--- config.mk ---
export PLATFORM = sky130hd
export DESIGN_NAME = instr_mem_loader_flat
export DESIGN_NICKNAME = d
export VERILOG_FILES = /design/src/rtl/instr_mem_loader_pkg.sv /design/src/rtl/instr_mem_loader_if.sv /design/src/rtl/byte_assembler.sv /design/src/rtl/instr_mem_loader.sv /design/src/flat_wrapper.sv
export SDC_FILE = /design/constraint.sdc
export NUM_CORES = 1
export LEC_CHECK = 0
export ABC_AREA = 1
export CAP_MARGIN = 5
export CORE_ASPECT_RATIO = 0.5
export CORE_MARGIN = 5
export CORE_UTILIZATION = 43
export DETAILED_ROUTE_END_ITERATION = 7
export PLACE_DENSITY = 0.83
export RECOVER_POWER = 100
export SLEW_MARGIN = 15
export SYNTH_ARGS = -nofsm -noshare
export SYNTH_HDL_FRONTEND = slang
export SYNTH_SLANG_ARGS = --single-unit
--- constraint.sdc ---
create_clock -name clk -period 1.6 [get_ports clk]
set_input_delay 0.16 -clock clk [delete_from_list [all_inputs] [get_ports clk]]
set_output_delay 0.16 -clock clk [all_outputs]
set_load 0.05 [all_outputs]
--- src/rtl/instr_mem_loader_pkg.sv ---
`default_nettype none
// +----------------------------------------------------------------------+
// | loader_pkg: shared types and constants for the instruction loader     |
// | Rev 1.0                                                               |
// +----------------------------------------------------------------------+
package loader_pkg;

  typedef enum logic [1:0] {
    S_IDLE  = 2'd0,
    S_RECV  = 2'd1,
    S_WRITE = 2'd2,
    S_DONE  = 2'd3
  } state_t;

  localparam int BYTES_PER_WORD = 4;
  localparam int ADDR_SHIFT     = 2;

endpackage
`default_nettype wire

--- src/rtl/instr_mem_loader_if.sv ---
`default_nettype none
// +----------------------------------------------------------------------+
// | instr_mem_loader_if: byte stream in, instruction memory write port out|
// | Rev 1.0                                                               |
// +----------------------------------------------------------------------+
interface instr_mem_loader_if #(
  parameter int BUS = 32
);
  logic [7:0]     byte_data;
  logic           byte_valid;
  logic           byte_ready;
  logic           mem_we;
  logic [BUS-1:0] mem_addr;
  logic [BUS-1:0] mem_wdata;

  modport master (
    output byte_data, byte_valid,
    input  byte_ready, mem_we, mem_addr, mem_wdata
  );

  modport slave (
    input  byte_data, byte_valid,
    output byte_ready, mem_we, mem_addr, mem_wdata
  );
endinterface
`default_nettype wire

--- src/rtl/byte_assembler.sv ---
`default_nettype none
// +----------------------------------------------------------------------+
// | byte_assembler: packs bytes little-endian into a 32-bit word          |
// | Rev 1.0                                                               |
// +----------------------------------------------------------------------+
module byte_assembler
  import loader_pkg::*;
(
  input  logic                        clk,
  input  logic                        reset,
  input  logic                        clear,
  input  logic                        load,
  input  logic [7:0]                  byte_data,
  output logic [8*BYTES_PER_WORD-1:0] word,
  output logic                        last_byte
);
  localparam int CNT_W = $clog2(BYTES_PER_WORD);

  logic [CNT_W-1:0]            byte_cnt_q, byte_cnt_d;
  logic [8*BYTES_PER_WORD-1:0] word_q, word_d;

  always_comb begin
    byte_cnt_d = byte_cnt_q;
    word_d     = word_q;
    if (clear) begin
      byte_cnt_d = '0;
      word_d     = '0;
    end else if (load) begin
      // Lane chosen by arrival order gives little-endian packing
      word_d[8*byte_cnt_q +: 8] = byte_data;
      byte_cnt_d                = byte_cnt_q + 1'b1;
    end
  end

  always_ff @(posedge clk or posedge reset) begin
    if (reset) begin
      byte_cnt_q <= '0;
      word_q     <= '0;
    end else begin
      byte_cnt_q <= byte_cnt_d;
      word_q     <= word_d;
    end
  end

  assign word      = word_q;
  assign last_byte = (byte_cnt_q == CNT_W'(BYTES_PER_WORD - 1));

endmodule
`default_nettype wire

--- src/rtl/instr_mem_loader.sv ---
`default_nettype none
// +----------------------------------------------------------------------+
// | instr_mem_loader: streams a program into instruction memory while     |
// | holding the CPU in reset. Rev 1.0                                     |
// +----------------------------------------------------------------------+
module instr_mem_loader
  import loader_pkg::*;
#(
  parameter int ADDR_W = 8,
  parameter int BUS    = 32
) (
  input  logic              clk,
  input  logic              reset,
  input  logic              start,
  input  logic [ADDR_W:0]   num_words,
  instr_mem_loader_if.slave bus,
  output logic              cpu_hold,
  output logic              busy,
  output logic              done
);

  state_t                          state_q, state_d;
  logic [ADDR_W-1:0]               word_idx_q, word_idx_d;
  logic [ADDR_W:0]                 num_words_q, num_words_d;
  logic [8*BYTES_PER_WORD-1:0]     asm_word;
  logic                            asm_last;
  logic                            hs;
  logic                            load_start;
  logic                            last_word;
  logic [BUS-1:0]                  addr_ext;

  assign hs         = bus.byte_valid & (state_q == S_RECV);
  assign load_start = start & (state_q == S_IDLE);
  // Computed one bit wider so a full 2^ADDR_W load ends at the top index
  assign last_word  = ({1'b0, word_idx_q} == (num_words_q - 1'b1));

  byte_assembler u_asm (
    .clk       (clk),
    .reset     (reset),
    .clear     (load_start),
    .load      (hs),
    .byte_data (bus.byte_data),
    .word      (asm_word),
    .last_byte (asm_last)
  );

  always_ff @(posedge clk or posedge reset) begin
    if (reset) begin
      state_q     <= S_IDLE;
      word_idx_q  <= '0;
      num_words_q <= '0;
    end else begin
      state_q     <= state_d;
      word_idx_q  <= word_idx_d;
      num_words_q <= num_words_d;
    end
  end

  always_comb begin
    state_d     = state_q;
    word_idx_d  = word_idx_q;
    num_words_d = num_words_q;
    case (state_q)
      S_IDLE: begin
        if (start) begin
          num_words_d = num_words;
          word_idx_d  = '0;
          state_d     = (num_words == '0) ? S_DONE : S_RECV;
        end
      end
      S_RECV: begin
        if (hs && asm_last) state_d = S_WRITE;
      end
      S_WRITE: begin
        if (last_word) begin
          state_d = S_DONE;
        end else begin
          word_idx_d = word_idx_q + 1'b1;
          state_d    = S_RECV;
        end
      end
      S_DONE:  state_d = S_IDLE;
      default: state_d = S_IDLE;
    endcase
  end

  // Outputs decode only registered state, never the inputs
  always_comb begin
    addr_ext      = BUS'(word_idx_q);
    bus.byte_ready = (state_q == S_RECV);
    bus.mem_we     = (state_q == S_WRITE);
    bus.mem_addr   = addr_ext << ADDR_SHIFT;
    bus.mem_wdata  = BUS'(asm_word);
    cpu_hold       = (state_q != S_IDLE);
    busy           = (state_q != S_IDLE);
    done           = (state_q == S_DONE);
  end

endmodule
`default_nettype wire

--- src/flat_wrapper.sv ---
// flat-port wrapper written by rule: the top's interface ports become plain ports
module instr_mem_loader_flat import loader_pkg::*;
#(
  parameter int ADDR_W = 8,
  parameter int BUS    = 32
)
  (clk, reset, start, num_words, cpu_hold, busy, done, bus_byte_data, bus_byte_valid, bus_byte_ready, bus_mem_we, bus_mem_addr, bus_mem_wdata);
  instr_mem_loader_if #(.BUS(BUS)) bus_i ();
  input  logic clk;
  input  logic reset;
  input  logic start;
  input  logic [ADDR_W:0] num_words;
  output logic cpu_hold;
  output logic busy;
  output logic done;
  input wire logic [$bits(bus_i.byte_data)-1:0] bus_byte_data;
  input wire logic [$bits(bus_i.byte_valid)-1:0] bus_byte_valid;
  output wire logic [$bits(bus_i.byte_ready)-1:0] bus_byte_ready;
  output wire logic [$bits(bus_i.mem_we)-1:0] bus_mem_we;
  output wire logic [$bits(bus_i.mem_addr)-1:0] bus_mem_addr;
  output wire logic [$bits(bus_i.mem_wdata)-1:0] bus_mem_wdata;
  assign bus_i.byte_data = bus_byte_data;
  assign bus_i.byte_valid = bus_byte_valid;
  assign bus_byte_ready = bus_i.byte_ready;
  assign bus_mem_we = bus_i.mem_we;
  assign bus_mem_addr = bus_i.mem_addr;
  assign bus_mem_wdata = bus_i.mem_wdata;
  instr_mem_loader #(.ADDR_W(ADDR_W), .BUS(BUS)) u_core (.clk(clk), .reset(reset), .start(start), .num_words(num_words), .bus(bus_i), .cpu_hold(cpu_hold), .busy(busy), .done(done));
endmodule
# Word level (Yosys, flattened, before mapping)

Cells that the tools add are included.

Bits of input ports: 21
Word-level logic and storage cells: 43
Flip-flop bits (word level): 53
Bits in writable memories: 0
Output and inout port bits: 69
ROM bits: 0
Latch bits: 0
Memories: 0

Add/sub/neg operators: 4
Multiplexer cells: 13
Multiply operators: 0
Shifts and indexed selects: 2
Equality and inequality tests: 8
Order comparisons: 0
Bitwise logic cells: 2
Divide/modulo/power cells: 0
Reductions and logical operators: 9

Operator list:

| kind                                                                    | number |
|---|---|
| 32-bit two-way mux                                                      | 2 |
| 5-bit negator with 34-bit output                                        | 1 |
| 8-bit by 34-bit variable shift with 32-bit output, first input constant | 1 |
| 8-bit by 34-bit variable part select with 32-bit output                 | 1 |
| 32-bit bitwise mux                                                      | 1 |
| 8-bit two-way mux                                                       | 2 |
| 8-bit one-hot mux with 2 select lines                                   | 1 |
| 2-bit two-way mux                                                       | 6 |
| 8-bit by 9-bit == test with 1-bit output                                | 1 |
| 9-bit logical NOT                                                       | 1 |
| 9-bit by 1-bit subtractor with 9-bit output, second input constant      | 1 |
| 8-bit by 1-bit adder with 8-bit output, second input constant           | 1 |
| 2-bit one-hot mux with 4 select lines                                   | 1 |
| 2-bit == test, second input constant                                    | 3 |
| 2-bit nonzero test                                                      | 3 |
| 2-bit inequality test, second input constant                            | 2 |
| 2-bit AND reduction                                                     | 2 |
| 3-bit AND reduction                                                     | 1 |
| 2-bit by 1-bit adder with 2-bit output, second input constant           | 1 |
| 1-bit AND                                                               | 2 |
| 2-bit by 1-bit == test with 1-bit output, second input constant         | 1 |
| 2-bit logical NOT                                                       | 1 |
| 2-bit by 1-bit inequality test with 1-bit output, second input constant | 1 |
| 1-bit logical AND                                                       | 1 |

# Depth between registers and ports, before layout

Gate-level depths: netlist (run 1).

Word-level depth: 5
Mapped depth: 13
Depth with buffers taken out: 13

# By module

A second synthesis (run 1) with hierarchy kept.

Cells, all modules: 429
Area total of the unflattened synthesis: 3186.8 um2

Modules (own cells, without submodules):

| module           | seq. area each (um2) | cells each | area each (um2) | instances |
|---|---|---|---|---|
| byte_assembler   | 850.8                | 204        | 1672.9          | 1 |
| instr_mem_loader | 475.5                | 225        | 1514.0          | 1 |

# Worst setup path before layout (run 1)

No wires, ideal clock.

Path type: register to register
Start: register u_core.word_idx_q[0]
End: register u_core.word_idx_q[6]
Arrival: 1760 ps
Required time: 1533 ps
Setup slack: -228 ps
Cell stages (with the launch flop): 9
Library setup time: 67 ps
Clock period less this slack: 1828 ps
Buffers on the path: 0
Cells stage by stage: dfrtp_1 > ha_1 > nand3_1 > nor3_1 > inv_1 > or2_2 > a21oi_1 > nand2_1 > nand2_1

Cells in the longest elaborated chain, start to end: 3
Elaborated cells on any way between the ends: 6
Those cells by class: add/sub (1); eq/ne (2); mux (2); reduce/logical (1)

RTL lines:

| item                                                                                                      | line                                           | RTL |
|---|---|---|
| from (decl)                                                                                               | instr_mem_loader.sv:23                         | `logic [ADDR_W-1:0] word_idx_q, word_idx_d;` |
| from (signal assigned)                                                                                    | instr_mem_loader.sv:54                         | `word_idx_q <= word_idx_d;` |
| 8-bit by 1-bit adder with 8-bit output / 8-bit by 9-bit == test with 1-bit output (equally long branches) | instr_mem_loader.sv:78, instr_mem_loader.sv:35 |  |
| 8-bit two-way mux / 2-bit inequality test (equally long branches)                                         | --                                             |  |
| 8-bit one-hot mux with 2 select lines / 3-bit AND reduction (equally long branches)                       | --                                             |  |

Parallel ways exist; a longest one is shown, timed or not. The select of a mux whose other input is x is not followed.
A chain may end at the register's enable or synchronous reset.

# Worst setup path in the final report (run 1)

Start: register u_core.num_words_q[1]
End: register u_core.state_q[1]

Cells in the longest elaborated chain, start to end: 4

RTL lines:

| item                                        | line                   | RTL |
|---|---|---|
| from (decl)                                 | instr_mem_loader.sv:24 | `logic [ADDR_W:0] num_words_q, num_words_d;` |
| from (signal assigned)                      | instr_mem_loader.sv:55 | `num_words_q <= num_words_d;` |
| 9-bit by 1-bit subtractor with 9-bit output | instr_mem_loader.sv:35 | `assign last_word = ({1'b0, word_idx_q} == (num_words_q - 1'b1));` |
| 8-bit by 9-bit == test with 1-bit output    | instr_mem_loader.sv:35 |  |
| 2-bit two-way mux                           | instr_mem_loader.sv:75 | `if (last_word) begin` |
| 2-bit one-hot mux with 4 select lines       | instr_mem_loader.sv:63 | `case (state_q)` |
| to (signal assigned)                        | instr_mem_loader.sv:53 | `state_q <= state_d;` |
| to (decl)                                   | instr_mem_loader.sv:22 | `state_t state_q, state_d;` |

Every way passes these cells.

==> results.rst, run 1 <==
.. list-table::
   :header-rows: 1

   * - Metric
     - Value
   * - Synth Area in Adders
     - 2.89%
   * - Effective utilization at floorplan
     - 44.8%
   * - Clock tree from TritonCTS
     - done
   * - Required arrival time at the worst endpoint
     - 1.82 ns
   * - Wire length of the first global-routing pass
     - around 13000 um
   * - Most common library cell in the layout ignoring fill and taps
     - nand2_1
   * - Count of nets left with antenna violations after detail routing
     - 0
   * - Mux share of post-synthesis cell area
     - 0%
   * - Maximum number of pins on one net before global-route repair
     - 35
   * - Maximum fanout along the worst path
     - 3
   * - Crit path launch type
     - flip-flop
   * - Violated checks
     - setup timing
   * - Commonest cells after routing, fill and taps aside
     - nand2_1 (82), dfrtp_1 (44), nand3_1 (34), clkbuf_1 (34), inv_1 (29)
   * - Hold buffers post-CTS
     - 0
   * - Routability cong.
     - a little under 0.9
   * - #FFs+latches synth
     - 53
   * - Synth-to-Final Area Change
     - 31.7%
   * - Post-Syn Instances
     - ~370
   * - Result of the run
     - finished, violations left
   * - Placed wire-length estimate
     - 5440 um
   * - Static leakage
     - between 1.5 and 2 nW
   * - Max-slew violation count
     - 0
   * - Total power of the final layout
     - between 0.007 and 0.008 W
   * - Antenna diodes
     - 0
   * - DRC violation count after routing
     - 0
   * - Chip width
     - 129 um
   * - Number of antenna violations at the first check in global routing
     - 0
   * - Worst-Margin Slew
     - approximately 1.1 ns
   * - DRC violation total after the first TritonRoute iteration
     - 178
   * - Cell Area, Synth
     - around 3000 um^2
   * - Kind of capture point of the worst setup path
     - flip-flop
   * - Max clock buf depth
     - 2
   * - Post-synthesis sequential area ratio
     - a little over two fifths
   * - Number of buffers added by the clock tree synthesis step
     - 5
   * - Number of optimization iterations in the first detailed-route pass
     - 4
   * - Minimum setup slack among reg-to-reg paths
     - -0.17 ns
   * - Maxcap violations
     - 0
   * - Fill cells
     - a little over 600
   * - Proportion of layout cells with a drive suffix above 1
     - between 20% and 30%
   * - Ports
     - 90
   * - Ratio of routed vias to standard cells
     - between 4 and 5
   * - Die Outline Area
     - about 8900 um^2
   * - Core Util, Final
     - around three fifths
   * - Sum of negative setup slack
     - -1.17 ns
   * - Dominant combinational cell family by area after synthesis
     - simple AND/OR/NAND/NOR gates
   * - Area share of xor/xnor cells in the synthesized design
     - between 3 and 4%
   * - Library cells used by synthesis
     - 32
   * - Final Instance Count excl. Fillers
     - 558
   * - Total placed cells including tap cells
     - 541
   * - Core box area
     - approximately 6800 um^2
   * - Type of the worst setup path
     - reg -> reg
   * - Number of global-route vias before repair
     - between 2000 and 3000
   * - Wire length reported by the detailed router
     - 7670 um
   * - Count of flip-flops with a built-in enable after synthesis
     - 0
   * - Worst rel slew slack
     - around 28%
   * - Total routing usage reported by global routing
     - around 17%
   * - Proportion of netlist area held by the largest area contributor
     - 43.7%
   * - Fraction of synthesis flops using an asynchronous set or reset pin
     - 100%
   * - Endpoint arrival time on the critical path
     - ~2.0 ns
   * - CTS H-tree depth
     - 2
   * - Slack of the critical path
     - -0.173 ns
   * - Via Count
     - between 2000 and 3000
   * - Total power per unit cell area
     - 1800 nW/um^2
   * - Root buffer cell
     - clkbuf_16
   * - Total area of multi-input combinational cells
     - around 1500 um^2
   * - Dominant cells by area after synthesis
     - dfrtp_1 (44%), nand2_1 (11%), buf_4 (6.4%), nand3_1 (5.9%), inv_1 (4.3%)
   * - Post-synthesis share of cell area spent on and, or, nand and nor gates
     - 27.7%
   * - Detailed-route wire length per cell
     - between 10 and 15 um
   * - Worst vdd ir
     - about 770 uV
   * - Grt total ovfl
     - 0
   * - Die extent in y
     - 69.4 um
   * - Clk sink count
     - between 50 and 60
   * - Fin nets
     - between 400 and 500
   * - Seq. cell area
     - roughly 1300 um^2
   * - Final hold violation count
     - 0
   * - Final critical delay including setup and external delays
     - between 1.5 and 2 ns
   * - Primary flip-flop cell chosen by synthesis mapping
     - dfrtp_1
   * - Dominant cell type by area after synthesis
     - dfrtp_1
   * - Unrepaired setup endpoints after global routing
     - yes
   * - Number of synthesis warnings
     - 0
   * - Port bufs
     - between 60 and 70
   * - Post-Syn Area per Cell
     - roughly 8.1 um^2
   * - Post-route clock period utilization
     - 111%
   * - Std-Cell Rows
     - 21
   * - Maximum clock skew at final layout
     - just over 0.007 ns
   * - Clock insertion delay at the later pin of the skew report
     - roughly 0.30 ns
   * - Top achievable clock speed
     - ~560 MHz
   * - Final setup violation count
     - 9
   * - Share of the synthesized area in compound gates (AO/OA/AOI/OAI)
     - under 10%
   * - Worst hold path class
     - in -> reg
   * - Clock edge transition at the registers on the reported setup and hold paths
     - around 0.07 ns
[cells in the mapped netlist, types with 8 or more instances]
cell / instances
a21oi_1: 10
nand2_1: 87
nor2_1: 29
o21ai_0: 26
dfrtp_1: 53
nand3_1: 36
buf_4: 26
inv_1: 35
o31ai_1: 8
[what timing repair did]
| action | 4_1_cts | 5_1_grt |
|---|---|---|
| pin swaps | 5 | 13 |
| resized for setup | 6 | 21 |
| setup endpoints to repair | 9 | 22 |
| cloned | 1 | 1 |
| setup buffers | 2 | 5 |
[flip-flops by register name, indices dropped and copies added (netlist names)]
name and count:
u_core.num_words_q 9, u_core.state_q 2, u_core.u_asm.byte_cnt_q 2, u_core.u_asm.word 32, u_core.word_idx_q 8
[per-stage QoR]
stage | area [um^2] | hold slack, ns | setup slack (ns)
after global routing | 4000 | 0.474 | -0.237
after global placement | 3800 | 0.472 | -0.0262
after detailed placement | 3800 | 0.475 | -0.0963
after CTS | 4000 | 0.217 | -0.111
after floorplan | 3160 | 0.277 | 0.00189
final | 4000 | 0.439 | -0.173
[cell families after synthesis]
| family | count (synthesis) |
|---|---|
| and+or+nand+nor | 178 |
| buffers and inverters | 74 |
| DFF | 53 |
| AOI/OAI and AO/OA | 48 |
| xor gates and xnor gates | 13 |
| adders and majority gates | 7 |
| other | 1 |
[path summary, 6_finish.rpt]
| path | from | to | cells after the start |
|---|---|---|---|
| max in group asynchronous | reset | u_core.word_idx_q[6] | 3 |
| min in group asynchronous | reset | u_core.u_asm.word[6] | 3 |
| max reg2reg | u_core.num_words_q[1] | u_core.state_q[1] | 11 |
| min reg2reg | u_core.u_asm.word[13] | u_core.u_asm.word[13] | 2 |
| min | num_words[7] | u_core.num_words_q[7] | 3 |
| max | u_core.num_words_q[1] | u_core.state_q[1] | 11 |
[worst max-delay path, cell delays in order, from the launching register on]
cell	delay, ns
dfrtp_1	0.39
inv_2	0.07
ha_4	0.18
buf_6	0.12
xnor2_1	0.12
nand2_1	0.08
nand3_2	0.09
nor2_4	0.14
buf_4	0.14
buf_4	0.11
nand4_1	0.11
a21oi_1	0.15
[layout make-up]
cell class,count,area share (%)
flip-flops and latches,53,33.5
inverters,42,4.01
clock buffers,6,3.48
multi-input cells,272,38.6
repair buffers,91,17.2
clock inverters,2,0.438
well taps,92,2.88
[layer usage]
metal  GRT usage [%]  share of wire (%)  routed length [um]
met5               0                  0                   0
met4            5.24                1.5                 116
met2            27.9                 47                3630
met1            23.0                 45                3470
met3            3.77                5.9                 456
[power breakdown]
| part | total, W | switching, W | leakage, nW | internal, W |
|---|---|---|---|---|
| Combinational | 0.00412 | 0.00268 | 1.08 | 0.00144 |
| Sequential | 0.00193 | 0.000284 | 0.688 | 0.00165 |
| Clock | 0.00115 | 0.000515 | 0.0775 | 0.000632 |
Note: power is estimated with default switching activity, not from simulation.
==> run 2, diff against run 1 <==
--- a/config.mk
+++ b/config.mk
@@ -7,7 +7,7 @@
 export LEC_CHECK = 0
 export ABC_AREA = 1
 export CAP_MARGIN = 5
-export CORE_ASPECT_RATIO = 0.5
+export CORE_ASPECT_RATIO = 0.8
 export CORE_MARGIN = 5
 export CORE_UTILIZATION = 43
 export DETAILED_ROUTE_END_ITERATION = 7
==> run 2 against run 1 <==
The flow still finishes with violations (setup timing). Die area down 1.0%. Utilization is 1.1 points lower. Total power is 1.9% lower. Largest power group unchanged. Wire length grew 4.3%. Maximum frequency up 2.9%. Final area is 0.31% lower. Worst setup slack improved by 0.050 ns. First-iteration DRC count decreased by 26%. Clock power fell by 27%. Combinational power is 4% higher. Critical endpoint is now u_core.word_idx_q[7].
==> results.rst, run 2 (synthesis results as in run 1) <==
.. list-table::
   :header-rows: 1

   * - Metric
     - Value
   * - Total area of multi-input combinational cells
     - roughly 1600 um^2
   * - Number of optimization iterations in the first detailed-route pass
     - 4
   * - Seq. cell area
     - about 1300 um^2
   * - Maximum number of pins on one net before global-route repair
     - between 40 and 50
   * - Static leakage
     - 1.84 nW
   * - Finished Cell Area
     - 3980 um^2
   * - DRC violation count after routing
     - 0
   * - Die Outline Area
     - between 8000 and 9000 um^2
   * - Proportion of layout cells with a drive suffix above 1
     - 24.3%
   * - Total power per unit cell area
     - around 1800 nW/um^2
   * - Wire length reported by the detailed router
     - 8000 um
   * - Kind of capture point of the worst setup path
     - flip-flop
   * - Worst hold path class
     - in -> async
   * - Number of global-route vias before repair
     - roughly 2700
   * - Detailed-route wire length per cell
     - between 10 and 15 um
   * - Worst rel slew slack
     - approximately 58%
   * - Combinational group share of total power
     - slightly above 60%
   * - Number of antenna violations at the first check in global routing
     - 0
   * - Fill cells
     - roughly 630
   * - Via Count
     - ~2800
   * - Count of nets left with antenna violations after detail routing
     - 0
   * - Worst-Margin Slew
     - approximately 0.63 ns
   * - Type of the worst setup path
     - reg -> reg
   * - Ports
     - 90
   * - Final hold violation count
     - 0
   * - Internal power of the cells
     - 0.00352 W
   * - Clock edge transition at the registers on the reported setup and hold paths
     - 0.10 ns
   * - Area after DPL
     - around 3800 um^2
   * - Fin nets
     - between 400 and 500
   * - Final critical delay including setup and external delays
     - around 1.7 ns
   * - Clock tree from TritonCTS
     - done
   * - Top achievable clock speed
     - 580 MHz
   * - Net switching fraction of the power
     - approximately half
   * - Slack of the critical path
     - -0.123 ns
   * - Unrepaired setup endpoints after global routing
     - yes
   * - Post-route clock period utilization
     - 108%
   * - Biggest cell delay along the critical path
     - around 0.54 ns
   * - Violated checks
     - setup timing
   * - Placed wire-length estimate
     - between 5000 and 6000 um
   * - Root buffer cell
     - clkbuf_8
   * - Proportion of power drawn by flip-flops and latches
     - between 20% and 30%
   * - Maximum fanout along the worst path
     - 8
   * - CTS H-tree depth
     - 2
   * - Max-slew violation count
     - 0
   * - Required arrival time at the worst endpoint
     - roughly 1.8 ns
   * - Number of buffers added by the clock tree synthesis step
     - 5
   * - Total routing usage reported by global routing
     - 17.1%
   * - Antenna diodes
     - 0
   * - Maxcap violations
     - 0
   * - Wire length of the first global-routing pass
     - 12700 um
   * - Std-Cell Rows
     - 27
   * - Max clock buf depth
     - 2
   * - Result of the run
     - finished, violations left
   * - Commonest cells after routing, fill and taps aside
     - nand2_1 (75), dfrtp_1 (43), nand3_1 (35)
   * - Port bufs
     - 65
   * - Clock network fraction of total power
     - between 10% and 20%
   * - Endpoint arrival time on the critical path
     - between 1.5 and 2 ns
   * - Core box area
     - 6890 um^2
   * - Cells along the critical path
     - nor2_4 > nand2_4 > inv_2 > buf_4 > nand2_1 > nand3_1 > nor2_4 > nand3_4 > nand2_4 > nand2_8 > nand2_2 > nand2_1
   * - DRC violation total after the first TritonRoute iteration
     - 132
   * - Maximum clock skew at final layout
     - around 0.0095 ns
   * - Hold buffers post-CTS
     - 0
   * - Routability cong.
     - 0.857
   * - Effective utilization at floorplan
     - 44.0%
   * - Clock insertion delay at the later pin of the skew report
     - between 0.3 and 0.4 ns
   * - Clk sink count
     - between 50 and 60
   * - Most common library cell in the layout ignoring fill and taps
     - nand2_1
   * - Crit path launch type
     - flip-flop
   * - Grt total ovfl
     - 0
   * - Net switching power
     - 0.00354 W
   * - Chip width
     - 104 um
   * - Final setup violation count
     - 9
   * - Worst vdd ir
     - 822 uV
   * - Synth-to-Final Area Change
     - 31.2%
   * - Ratio of routed vias to standard cells
     - 5.02
   * - Largest register FFs
     - 32
   * - Sum of negative setup slack
     - -0.869 ns
   * - Die extent in y
     - 85.2 um
   * - Worst path slowest cell
     - dfrtp_1
==> run 2: cell count changes in the layout (fill, tap and decap cells not counted), sizes merged <==
cell / change
clkbuf: -1
clkinv: -1
inv: +1
==> run 2: critical path, delay by kind of cell, from the launching register on <==
kind	cells	cell delay, ns
buffers and inverters	2	0.17
and+or+nand+nor	10	0.91
DFF	1	0.54
==> run 2: what timing repair did <==
item / in CTS / in global routing
cloned: 1 / 1
setup buffers: 1 / 6
pin swaps: 14 / 24
setup endpoints to repair: 9 / 27
resized for setup: 5 / 37
==> run 2: power groups by stage <==
| stage | Combinational [W] | Clock (W) | Sequential [W] |
|---|---|---|---|
| floorplan | 0.00216 | 0 | 0.00242 |
| global placement | 0.00373 | 0 | 0.00193 |
| detailed placement | 0.00381 | 0 | 0.00194 |
| CTS | 0.00389 | 0.000861 | 0.00193 |
| global route | 0.00464 | 0.000919 | 0.00199 |
| finish | 0.00427 | 0.000844 | 0.00194 |
==> run 2: layout make-up <==
type / instances / share of cell area (%)
Clock inverter: 2 / 0.440
Clock buffer: 6 / 2.07
Multi-Input combinational cell: 272 / 39.9
Sequential cell: 53 / 33.6
Inverter: 42 / 4.02
Timing Repair Buffer: 90 / 17.2
Tap cell: 87 / 2.73
==> run 2: final timing paths <==
| kind | slack, ns | from | endpoint | depth (start not counted) |
|---|---|---|---|---|
| worst min register to register | 0.49 | u_core.u_asm.word[12] | u_core.u_asm.word[12] | 2 |
| max in group asynchronous | 0.28 | reset | u_core.state_q[1] | 3 |
| worst max-delay path | -0.12 | u_core.num_words_q[2] | u_core.word_idx_q[7] | 12 |
| worst max register to register | -0.12 | u_core.num_words_q[2] | u_core.word_idx_q[7] | 12 |
| worst min-delay path | 0.30 | reset | u_core.word_idx_q[1] | 2 |
| min in group clk | 0.42 | bus_byte_data[1] | u_core.u_asm.word[1] | 3 |
==> run 2: routing by layer <==
metal | vias up | global-route usage, % | wire length [um]
met5 | - | 0 | 0
met1 | 1330 | 21.5 | 3400
met2 | 95 | 28.8 | 3980
li1 | 1331 | - | -
met3 | 14 | 4.71 | 498
met4 | 0 | 4.82 | 119
==> run 2: per-stage QoR <==
stage / util, % / hold WS (ns) / setup slack (ns) / instances / total power (W)
2_1_floorplan: - / 0.277 / 0.00189 / 397 / 0.00458
3_3_place_gp: 55.2 / 0.458 / -0.0195 / 535 / 0.00567
3_5_place_dp: 55.2 / 0.461 / -0.0726 / 535 / 0.00576
4_1_cts: 57.0 / 0.115 / -0.0683 / 545 / 0.00668
5_1_grt: 57.8 / 0.349 / -0.219 / 552 / 0.00755
6_report: 57.8 / 0.301 / -0.123 / 552 / 0.00706
